### src/rtl/sipo_pkg.sv
// Shared definitions for the SIPO deserializer: default word width, count-width helper
// and the bit-count type for default-width instances.
package sipo_pkg;

    localparam int SIPO_WIDTH_DEF = 10;

    // Bits needed to hold the values 0..n-1.
    function automatic int clog2(input int n);
        int r;
        int v;
        r = 0;
        v = n - 1;
        while (v > 0) begin
            r = r + 1;
            v = v >> 1;
        end
        return r;
    endfunction

    localparam int SIPO_CNT_W_DEF = clog2(SIPO_WIDTH_DEF);

    typedef logic [SIPO_CNT_W_DEF-1:0] sipo_cnt_t;

endpackage

### src/rtl/sipo_bit_counter.sv
// Modulo-WIDTH bit counter with enable and synchronous restart; restart with enable
// counts the current bit as the first bit of a new word.
module sipo_bit_counter
    import sipo_pkg::*;
#(
    parameter int WIDTH = SIPO_WIDTH_DEF,
    parameter int CNT_W = clog2(WIDTH)
) (
    input  logic             clk,
    input  logic             rst,
    input  logic             en,
    input  logic             restart,
    output logic [CNT_W-1:0] cnt,
    output logic             last
);

    logic [CNT_W-1:0] cnt_d;
    logic [CNT_W-1:0] cnt_q;

    assign last = (cnt_q == CNT_W'(WIDTH - 1));
    assign cnt  = cnt_q;

    always_comb begin
        cnt_d = cnt_q;
        if (restart) begin
            cnt_d = en ? CNT_W'(1) : '0;
        end else if (en) begin
            cnt_d = last ? '0 : cnt_q + CNT_W'(1);
        end
    end

    always_ff @(posedge clk or posedge rst) begin
        if (rst) begin
            cnt_q <= '0;
        end else begin
            cnt_q <= cnt_d;
        end
    end

endmodule

### src/rtl/sipo_deserializer.sv
// Serial-in/parallel-out receiver: MSB-first bits in, WIDTH-bit words out with valid/ready.
// Define SIPO_OVERRUN_FLAG_EN to add the sticky OVERRUN output.
module sipo_deserializer
    import sipo_pkg::*;
#(
    parameter int WIDTH = SIPO_WIDTH_DEF
) (
    input  logic             CLK,
    input  logic             ASYNCRESET,
    input  logic             SI,
    input  logic             SI_VALID,
    input  logic             FRAME,
    output logic [WIDTH-1:0] PO,
    output logic             PO_VALID,
    input  logic             PO_READY
`ifdef SIPO_OVERRUN_FLAG_EN
    ,
    output logic             OVERRUN
`endif
);

    localparam int CNT_W = clog2(WIDTH);

    logic [CNT_W-1:0] cnt;
    logic             last;
    logic             complete;
    logic [WIDTH-1:0] sh_next;

    // Only WIDTH-1 history bits are kept; the incoming bit completes the word.
    logic [WIDTH-2:0] sh_d;
    logic [WIDTH-2:0] sh_q;
    logic [WIDTH-1:0] po_d;
    logic [WIDTH-1:0] po_q;
    logic             po_valid_d;
    logic             po_valid_q;

    sipo_bit_counter #(
        .WIDTH (WIDTH),
        .CNT_W (CNT_W)
    ) u_bit_counter (
        .clk     (CLK),
        .rst     (ASYNCRESET),
        .en      (SI_VALID),
        .restart (FRAME),
        .cnt     (cnt),
        .last    (last)
    );

    always_comb begin
        sh_next    = {sh_q, SI};
        complete   = SI_VALID & last & ~FRAME;
        sh_d       = sh_q;
        po_d       = po_q;
        po_valid_d = po_valid_q;
        if (SI_VALID) begin
            sh_d = sh_next[WIDTH-2:0];
        end
        if (complete) begin
            po_d       = sh_next;
            po_valid_d = 1'b1;
        end else if (po_valid_q && PO_READY) begin
            po_valid_d = 1'b0;
        end
    end

    always_ff @(posedge CLK or posedge ASYNCRESET) begin
        if (ASYNCRESET) begin
            sh_q       <= '0;
            po_q       <= '0;
            po_valid_q <= 1'b0;
        end else begin
            sh_q       <= sh_d;
            po_q       <= po_d;
            po_valid_q <= po_valid_d;
        end
    end

    assign PO       = po_q;
    assign PO_VALID = po_valid_q;

`ifdef SIPO_OVERRUN_FLAG_EN
    logic overrun_d;
    logic overrun_q;

    // A completed word replacing one the consumer has not taken.
    always_comb begin
        overrun_d = overrun_q | (complete & po_valid_q & ~PO_READY);
    end

    always_ff @(posedge CLK or posedge ASYNCRESET) begin
        if (ASYNCRESET) begin
            overrun_q <= 1'b0;
        end else begin
            overrun_q <= overrun_d;
        end
    end

    assign OVERRUN = overrun_q;
`endif

endmodule

### config.mk
export PLATFORM = sky130hd
export DESIGN_NAME = sipo_deserializer
export DESIGN_NICKNAME = d
export VERILOG_FILES = /design/src/rtl/sipo_pkg.sv /design/src/rtl/sipo_bit_counter.sv /design/src/rtl/sipo_deserializer.sv
export SDC_FILE = /design/constraint.sdc
export NUM_CORES = 1
export LEC_CHECK = 0
export CAP_MARGIN = 0
export CORE_MARGIN = 3
export CORE_UTILIZATION = 55
export DETAILED_ROUTE_END_ITERATION = 6
export PLACE_DENSITY_LB_ADDON = 0.05
export SLEW_MARGIN = 20
export SYNTH_ARGS = -nofsm -noshare
export SYNTH_HDL_FRONTEND = slang
export SYNTH_HIERARCHICAL = 1
export SYNTH_SLANG_ARGS = --single-unit
### constraint.sdc
create_clock -name CLK -period 4.6 [get_ports CLK]
set_clock_uncertainty 0.1 [all_clocks]
set_input_delay 0.69 -clock CLK [delete_from_list [all_inputs] [get_ports CLK]]
set_output_delay 0.69 -clock CLK [all_outputs]
set_load 0.03 [all_outputs]
==> After elaboration in Yosys (flattened, before gate mapping) <==
Cells that the tools add are included.
{ "totals": {"regBits": 24, "inputBits": 6} }
{ "classes": {"n_addsub": 1, "n_eq_ne": 1, "n_mux": 6, "n_bitwise": 3, "reduce_logical": 3} }
{ "op_table": {"columns": ["op", "count"], "rows": [
  ["4-bit 2-to-1 mux", 3],
  ["4-bit by 1-bit adder with 4-bit output (second input constant)", 1],
  ["4-bit == test (second input constant)", 1],
  ["2-bit nonzero test", 2],
  ["1-bit 2-to-1 mux", 3],
  ["1-bit bitwise AND", 2],
  ["1-bit logical AND", 1],
  ["1-bit NOT", 1]
]} }

==> Logic depth before layout (Yosys ltp) <==
{ "depth": {"word_depth": 4, "mapped_depth": 7, "mapped_depth_nobuf": 6} }

==> Cells and area by module <==
The synthesis kept the hierarchy.
{ "modules_own_cells": {"columns": ["module", "instances", "cells_per_inst", "area_per_inst_um2", "seq_area_each_um2"], "rows": [
  ["sipo_deserializer", 1, 45, 803.3, 500.5],
  ["sipo_bit_counter", 1, 28, 251.5, 100.1]
]} }

==> Worst setup path after synthesis <==
OpenSTA, ideal clock, no wires.
{ "synth_path": {"path_kind": "in2reg", "startpoint": "in SI_VALID", "endpoint": "reg po_q[1], in the netlist PO[1]", "t_arrival_ns": 1.339, "t_required_ns": 4.375, "path_slack_ns": 3.036, "cell_stages": 4, "n_path_buf": 2, "cell_sequence": "buf_6 > nand3b_4 > buf_6 > mux2_4"} }
{ "synth_via": {"elab_chain_cells": 2} }
{ "synth_rtl": {"columns": ["item", "line", "rtl"], "rows": [
  ["start, declared", "sipo_deserializer.sv:11", "input logic SI_VALID,"],
  ["1-bit bitwise AND (2 in series)", "sipo_deserializer.sv:51", "complete = SI_VALID & last & ~FRAME;"],
  ["end signal, assigned", "sipo_deserializer.sv:73", "po_q <= po_d;"],
  ["end, declared", "sipo_deserializer.sv:33", "logic [WIDTH-1:0] po_q;"]
]} }
Every way passes these cells.
A chain may end at the register's enable or synchronous reset.

==> Worst setup path after layout <==
{ "layout_path": {"startpoint": "in SI_VALID", "endpoint": "reg po_q[9], in the netlist PO[9]"} }
Same word-level chain as after synthesis.

==> results.json <==
{
  "drt_iter0_drc": 3,
  "n_antenna_cell": 0,
  "drv_cap": 0,
  "clock_sinks": 24,
  "multi_input_area_um2": 413,
  "ys_warn_count": 6,
  "final_common_cell": "dfrtp_1",
  "syn2layout_area_growth_pct": 21.0,
  "start_util": 0.598,
  "grt_max_degree": 21,
  "cts-root-buf": "clkbuf_4",
  "fin_cells": 116,
  "setup_viol": 0,
  "rsz0062_at_grt": "no",
  "min_path_cells": 1,
  "syn_area_um2": 1050,
  "synth_cell_type_count": 19,
  "ctsResizeCount": 0,
  "fin_crit_sh": 0.471,
  "antenna_found_initial": 0,
  "reg2reg_depth": 6,
  "final_hold_viol_count": 0,
  "coreArea_um2": 1760,
  "syn_area_per_cell_um2": 14.4,
  "drc": 0,
  "fillerInstances": 127,
  "cts_tree": "built",
  "track_usage": 0.150,
  "slew_violations": 0,
  "fin_setup_tns_ns": 0,
  "min_period_ns": 2.16,
  "syn_nets": 81,
  "max_slew_margin": 0.522,
  "nets": 100,
  "drive_gt1_frac": 0.286,
  "whs_ns": 0.422,
  "drt-wirelength-per-cell_um": 14.2,
  "final_cell_mix": "dfrtp_1, clkdlybuf4s50_1, mux2_2",
  "finalWorstSetupSlack_ns": 2.44,
  "routed_wl_um": 1640,
  "die_x_um": 49.8,
  "port_buffers": 16,
  "clk_latency_ns": 0.30,
  "p_per_area_nw_per_um2": 356,
  "num_vias": 593,
  "leakagePower_nw": 0.623,
  "dp.cells": 112,
  "fp.dieH_um": 49.8,
  "netlist_instances": 73,
  "cp_data_arrival_time_ns": 2.27,
  "hold_path.class": "register to register",
  "cts_hold_buffers": 0,
  "tightestPinTransition_ns": 0.717,
  "numCtsBuffers": 3,
  "vias_per_cell": 5.11,
  "max_freq_mhz": 462,
  "grt_overflow_total": 0,
  "grt_pass1_vias": 636,
  "cp_max_fo": 18,
  "drtAntennaViolNets": 0,
  "grt_pass1_wl_um": 2840,
  "regArea_um2": 601,
  "yosysSeqAreaShare": 0.569,
  "synth_area_leaders": "dfrtp_1, mux2_4, mux2_2",
  "rows": 15,
  "p_total_uw": 454,
  "gp_congestion": 0.790,
  "drt_pass1_iterations": 4,
  "critPathRequiredTime_ns": 4.70,
  "ys_ff_latch": 24,
  "ir_drop_uv": 235,
  "ios": 17,
  "synth_top_area_cell": "dfrtp_1",
  "setup.worst_path.end_class": "register",
  "status": "finished clean",
  "htreeDepth": 1,
  "crit_type": "input port to register",
  "clk_pin_slew_ns": 0.13,
  "yosysTopAreaCellShare": 0.569,
  "cts_setup_buffers": 0,
  "start_kind": "input port",
  "max-clock-path-buffers": 2,
  "dp_slack_ns": 2.09,
  "dieArea_um2": 2480
}
layer usage:
layer  global-route usage  vias up  part of all wire
li1                     -      286                 -
met1                0.190      293              0.46
met2                0.251       12              0.48
met3               0.0302        2             0.044
met4               0.0553        0            0.0085
met5                    0        -                 0
critical path, cell delays in order:
cell and delay (ns):
clkdlybuf4s50_1 0.91, nand3b_4 0.30, mux2_4 0.37
through the flow:
stage	cell area, um^2	utilization
after floorplan	1050	-
after global placement	1220	0.694
after detailed placement	1220	0.694
after CTS	1280	0.723
after global routing	1280	0.723
final	1280	0.723
registers in the layout, summed over array words and instances, names as in the netlist:
signal	cells
u_bit_counter/cnt	4
sh_q	9
PO_VALID	1
PO	10
layout make-up:
| type | count | area share |
|---|---|---|
| clock buffers | 3 | 0.0176 |
| repair buffers | 16 | 0.125 |
| inverters | 5 | 0.0147 |
| well taps | 25 | 0.0245 |
| multi-input cells | 42 | 0.324 |
| clock inverters | 1 | 0.0235 |
| flip-flops and latches | 24 | 0.471 |
synthesized netlist by cell type:
cell type	count
nand2b_1	1
o21ai_0	3
buf_6	2
nand2_1	5
or3b_1	1
a21oi_2	1
ha_1	2
a21oi_1	2
mux2_4	9
inv_1	5
and4b_1	1
mux2_2	10
nor2_1	1
a21boi_0	1
nand3b_4	1
dfrtp_1	24
nand3b_2	1
nand3b_1	2
nand3_1	1
cell families (layout without fill, tap and decap cells):
| logic type | after synthesis | in the layout | share of synthesized area |
|---|---|---|---|
| simple gates | 14 | 14 | 0.0937 |
| fa+ha+maj | 2 | 2 | 0.0237 |
| compound gates | 7 | 7 | 0.0391 |
| buf+inv | 7 | 25 | 0.0391 |
| mux | 19 | 19 | 0.235 |
| flops | 24 | 24 | 0.569 |
final timing paths:
| check | startpoint | end | slack [ns] |
|---|---|---|---|
| setup / recovery | SI_VALID | PO[9]$_DFFE_PP0P_ | 2.44 |
| hold / removal | PO[0]$_DFFE_PP0P_ | PO[0]$_DFFE_PP0P_ | 0.42 |
| setup reg to reg | u_bit_counter/cnt[1]$_DFFE_PP0P_ | PO[9]$_DFFE_PP0P_ | 2.86 |
| hold reg to reg | PO[0]$_DFFE_PP0P_ | PO[0]$_DFFE_PP0P_ | 0.42 |
| max in group asynchronous | ASYNCRESET | PO[0]$_DFFE_PP0P_ | 3.23 |
| min in group asynchronous | ASYNCRESET | u_bit_counter/cnt[1]$_DFFE_PP0P_ | 0.49 |
power by group:
part / switching [mW] / internal (mW)
combinational: 0.0198 / 0.0300
clock: 0.0597 / 0.0880
sequential: 0.0198 / 0.237
total: 0.0994 / 0.355
No activity file was read; power rests on OpenSTA's default activity.
